`config.mk`:
```
export PLATFORM = sky130hd
export DESIGN_NAME = sqrt_sched
export DESIGN_NICKNAME = d
export VERILOG_FILES = /design/src/rtl/sqrt_sched_pkg.sv /design/src/rtl/sqrt_rr_arb.sv /design/src/rtl/sqrt_sched.sv
export SDC_FILE = /design/constraint.sdc
export NUM_CORES = 1
export LEC_CHECK = 0
export ABC_AREA = 1
export CAP_MARGIN = 30
export CORE_AREA = 5 5 176 178
export DETAILED_ROUTE_END_ITERATION = 10
export DIE_AREA = 0 0 181 183
export GPL_TIMING_DRIVEN = 0
export PLACE_DENSITY_LB_ADDON = 0.08
export SKIP_CTS_REPAIR_TIMING = 1
export SYNTH_ARGS = -nofsm -noshare
export SYNTH_HDL_FRONTEND = slang
export SYNTH_SLANG_ARGS = --single-unit
export TNS_END_PERCENT = 100
```
`constraint.sdc`:
```
create_clock -name clk -period 2.3 [get_ports clk]
set_input_delay 0.69 -clock clk [delete_from_list [all_inputs] [get_ports clk]]
set_output_delay 0.69 -clock clk [all_outputs]
set_load 0.05 [all_outputs]
```
`src/rtl/sqrt_sched_pkg.sv`:
```
// Shared types and widths for the sqrt_sched round-robin square-root scheduler.
package sqrt_sched_pkg;

  typedef enum logic [1:0] {
    ST_IDLE = 2'd0,
    ST_LOAD = 2'd1,
    ST_RUN  = 2'd2,
    ST_DONE = 2'd3
  } state_t;

  localparam int XW   = 64;
  localparam int YW   = 32;
  localparam int CNTW = 32;

endpackage

```
`src/rtl/sqrt_rr_arb.sv`:
```
// Combinational round-robin arbiter: lowest requester at or above ptr wins,
// otherwise the lowest requester overall (wrap-around).
module sqrt_rr_arb
  import sqrt_sched_pkg::*;
#(
  parameter int NREQ = 4,
  parameter int IDW  = 2
) (
  input  logic [NREQ-1:0] req,
  input  logic [IDW-1:0]  ptr,
  output logic [NREQ-1:0] grant,
  output logic [IDW-1:0]  id
);

  logic found;

  always_comb begin
    grant = '0;
    id    = '0;
    found = 1'b0;
    for (int i = 0; i < NREQ; i++) begin
      if (!found && req[i] && (IDW'(i) >= ptr)) begin
        grant[i] = 1'b1;
        id       = IDW'(i);
        found    = 1'b1;
      end
    end
    for (int i = 0; i < NREQ; i++) begin
      if (!found && req[i]) begin
        grant[i] = 1'b1;
        id       = IDW'(i);
        found    = 1'b1;
      end
    end
  end

endmodule

```
`src/rtl/sqrt_sched.sv`:
```
// Shares one iterative 64-bit sqrt datapath among NREQ requesters.
// Optional perf counters built only when SQRT_SCHED_PERF_EN is defined.
//
// state | meaning
// IDLE  | datapath parked, arbitrating, accept one operand
// LOAD  | sq_x valid while datapath held in reset (load cycle)
// RUN   | datapath iterating, wait for sq_rdy
// DONE  | result presented until resp_ready, datapath parked
module sqrt_sched
  import sqrt_sched_pkg::*;
#(
  parameter int NREQ = 4,
  parameter int IDW  = 2
) (
  input  logic              clk,
  input  logic              reset_n,
  input  logic [NREQ-1:0]   req_valid,
  input  logic [NREQ*XW-1:0] req_x,
  output logic [NREQ-1:0]   req_ready,
  output logic              resp_valid,
  input  logic              resp_ready,
  output logic [IDW-1:0]    resp_id,
  output logic [YW-1:0]     resp_root,
  output logic              sq_reset,
  output logic [XW-1:0]     sq_x,
  input  logic [YW-1:0]     sq_y,
  input  logic              sq_rdy,
  output logic [CNTW-1:0]   perf_ops,
  output logic [CNTW-1:0]   perf_busy
);

  state_t          state, state_nxt;
  logic [IDW-1:0]  rr_ptr, gnt_id, ptr_nxt;
  logic [NREQ-1:0] gnt;
  logic [XW-1:0]   sel_x;
  logic            accept;

  sqrt_rr_arb #(.NREQ(NREQ), .IDW(IDW)) u_arb (
    .req   (req_valid),
    .ptr   (rr_ptr),
    .grant (gnt),
    .id    (gnt_id)
  );

  // Gate with reset_n so no grant is offered while reset is held.
  assign req_ready  = (state == ST_IDLE && reset_n) ? gnt : '0;
  assign accept     = (state == ST_IDLE) && (|gnt);
  assign resp_valid = (state == ST_DONE);
  assign sq_reset   = (state != ST_RUN);
  assign ptr_nxt    = (gnt_id == IDW'(NREQ - 1)) ? '0 : gnt_id + 1'b1;

  always_comb begin
    sel_x = '0;
    for (int i = 0; i < NREQ; i++) begin
      if (gnt[i]) sel_x = req_x[i*XW +: XW];
    end
  end

  always_comb begin
    state_nxt = state;
    case (state)
      ST_IDLE: if (accept)     state_nxt = ST_LOAD;
      ST_LOAD:                 state_nxt = ST_RUN;
      ST_RUN:  if (sq_rdy)     state_nxt = ST_DONE;
      ST_DONE: if (resp_ready) state_nxt = ST_IDLE;
      default:                 state_nxt = ST_IDLE;
    endcase
  end

  always_ff @(posedge clk or negedge reset_n) begin
    if (!reset_n) state <= ST_IDLE;
    else          state <= state_nxt;
  end

  always_ff @(posedge clk or negedge reset_n) begin
    if (!reset_n) begin
      rr_ptr    <= '0;
      sq_x      <= '0;
      resp_id   <= '0;
      resp_root <= '0;
    end else begin
      if (accept) begin
        sq_x    <= sel_x;
        resp_id <= gnt_id;
        rr_ptr  <= ptr_nxt;
      end
      if (state == ST_RUN && sq_rdy) resp_root <= sq_y;
    end
  end

`ifdef SQRT_SCHED_PERF_EN
  logic [CNTW-1:0] ops_q, busy_q;

  always_ff @(posedge clk or negedge reset_n) begin
    if (!reset_n) begin
      ops_q  <= '0;
      busy_q <= '0;
    end else begin
      if (state == ST_DONE && resp_ready && ops_q != '1) ops_q <= ops_q + 1'b1;
      if (state != ST_IDLE && busy_q != '1)              busy_q <= busy_q + 1'b1;
    end
  end

  assign perf_ops  = ops_q;
  assign perf_busy = busy_q;
`else
  assign perf_ops  = '0;
  assign perf_busy = '0;
`endif

endmodule

```
==> metrics.txt <==
maximum number of pins on one net before global-route repair 57; leading cell type by number of instances after synthesis sky130_fd_sc_hd__nand2_1; Most used DFF post-synth sky130_fd_sc_hd__dfrtp_1; total congestion overflow 0; category of the most critical setup path reg2out; pins over their slew limit 0; post-detailed-route via-to-cell ratio ~4.0; proportion of register bits with asynchronous set or reset after synthesis 100.0%; biggest area consumer among synthesized cells sky130_fd_sc_hd__dfrtp_1; worst slew slack as a fraction of its limit 59.71%; worst supply voltage drop on vdd 0.0005484 V; cell count after synthesis 1088; initial standard-cell utilization of the core 24.10%; part of the Yosys area used for sequential elements approximately 36%; sort of element at the start of the critical path flop; number of sinks on the clock net 102; Max Freq between 400 and 500 MHz; kind of path behind the tightest hold check in2async; largest stage delay on the critical path 0.43 ns; global-route total usage across every layer 18.66%; placer's final routability congestion estimate 0.8623; CP dominant cell by count sky130_fd_sc_hd__nand2_2; Maximum Capacitance Violations 0; first-pass GRT wire length 47940 um; commonest cells in the synthesized netlist sky130_fd_sc_hd__nand2_1, sky130_fd_sc_hd__nor2_1, sky130_fd_sc_hd__dfrtp_1, sky130_fd_sc_hd__buf_4, sky130_fd_sc_hd__inv_1; floorplan die area 33120 um^2; number of clock buffers inserted by TritonCTS 9; via count of the routed design 7947; Synth Register Bits between 100 and 150; fraction of final layout cells with drive strength greater than 1 13.38%; setup slack of the critical path after layout -0.1596 ns; Min Clock Period, post-route 2.460 ns; Clock Path Buffers 2; core area ~30000 um^2; Clock Root Buffer sky130_fd_sc_hd__clkbuf_16; main area contributors after synthesis sky130_fd_sc_hd__dfrtp_1, sky130_fd_sc_hd__nand2_1, sky130_fd_sc_hd__buf_4; cell breakdown of the critical path nand2_1, nand2_2, nand2_2, nor2_4, nand3_2, nand2_2, buf_12, inv_4, nor2_4, buf_8; flop-to-flop setup slack about 0.22 ns; via count of the first global-routing pass 7891; transition time of the tightest slew-check pin 0.6034 ns; unique cell type count in the Yosys netlist 22; mean instance size in the synthesized netlist 6.477 um^2; fraction of synthesized cell area taken by the top area cell type a little over a third; TritonCTS clock tree yes; remaining number of nets flagged by the antenna check after routing 0; count of H-tree levels built during CTS 3; number of hold violations in the final report 0; routed length per placed instance 16.30 um; violated checks negative setup slack; Worst Skew 0.01160 ns; areal power density over the cells 1252 nW/um^2; Horiz. Die Dim 181 um; row cnt 63; Final TNS setup -0.5456 ns; CTS clock-pin slew for the worst setup and hold paths 0.08 ns; setup repair after global routing missed its margin yes; residual DRC count 0; count of boundary I/O pins roughly 460; drt initial violations ~370; share of the core filled with cells in the final layout 42.46%; clock latency reported for the late side of the worst-skew pair around 0.36 ns; Pre-Repair DR Iteration Count 4; final setup violation count 4; # nets final 1879; crit share post-route 106.9%; Post-DP HPWL about 25000 um; Area Growth Syn to Fin 76.21%; Syn Std Cell Area around 7000 um^2; status complete, but fails checks; required time at the endpoint of the critical path between 1.5 and 2 ns; capturing element type of the critical path primary output; final WL 32180 um; ant diodes 0; count of buffering cells on the critical path with inverters included 3; buffers added on ports 399; Post-synth EDFFs 0; die height between 150 and 200 um; crit-path max FO 5; dominant delay contributor by cell family on the critical path simple AND/OR/NAND/NOR gates; data arrival time at the worst-slack endpoint around 1.8 ns; YS warnings 0; critical path's slowest cell sky130_fd_sc_hd__dfrtp_1; leakage power total 6.535 nW; number of antenna violations at the first check in global routing 2; worst setup timing slack at the placement stage -1.682 ns
==> metrics by stage <==
step / instances / power, mW / instance area, um^2 / hold WS (ns)
after floorplan: 1151 / 10.04 / 7365 / 0.3944
after global placement: 1940 / 13.76 / 11850 / 0.4617
after detailed placement: 1941 / 13.80 / 11880 / 0.4639
after CTS: 1957 / 15.59 / 12200 / 0.2693
after global routing: 1974 / 16.68 / 12420 / 0.2429
final: 1974 / 15.54 / 12420 / 0.2216
==> per-layer routing <==
metal  vias to the layer above  share of wire (%)  global-route usage (%)
li1                       4112                  -                       -
met1                      3500                 42                   23.62
met2                       302                 49                   31.74
met3                        29                7.5                   5.732
met4                         4                1.6                   3.813
met5                         -               0.11                       0
==> layout by cell type (no fill, tap or decap), drive strengths merged <==
master,count
nand2,535
clkdlybuf4s50,381
nor2,137
buf,137
dfrtp,102
inv,82
a21oi,65
conb,64
mux2,32
clkbuf,19
dlymetal6s2s,10
o21ai,5
clkinv,4
ha,4
nand3,3
nor3,1
o22ai,1
o21a,1
bufinv,1
==> power by group <==
group / switching (mW) / internal [mW] / total [mW]
logic: 6.96 / 3.75 / 10.7
registers: 0.442 / 2.68 / 3.12
clock network: 0.826 / 0.883 / 1.71
==> layout make-up <==
class	instances	area, um^2
inverters	80	315.3
flip-flops and latches	102	2552
clock inverters	7	100.1
repair buffers	420	4203
multi-input cells	848	3679
plain buffers	118	854.6
well taps	390	488.0
fillers	3134	16830
clock buffers	9	225.2
==> state kept, by name (all words and copies together) (netlist names) <==
| register | flops |
|---|---|
| resp_id | 2 |
| state | 2 |
| rr_ptr | 2 |
| sq_x | 64 |
| resp_root | 32 |
==> logic make-up after synthesis <==
group / count (synthesis) / share of synthesized area, %
other: 1 / 0.05322
AND/OR/NAND/NOR: 676 / 36.49
adder cells (fa/ha/maj): 4 / 0.7103
multiplexers: 32 / 5.114
AO/OA/AOI/OAI: 72 / 5.167
buffers and inverters: 201 / 16.25
flip-flops: 102 / 36.22
==> path summary, 6_finish.rpt <==
kind                       depth (start not counted)  startpoint            to
max                                               10   rr_ptr[0]  req_ready[2]
min                                                1     reset_n      sq_x[38]
max reg2reg                                       11   rr_ptr[0]      sq_x[46]
min reg2reg                                        2    sq_x[25]      sq_x[25]
max in group asynchronous                          2     reset_n      sq_x[12]
min in group clk                                   2    sq_x[25]      sq_x[25]
Note: power is estimated with default switching activity, not from simulation.
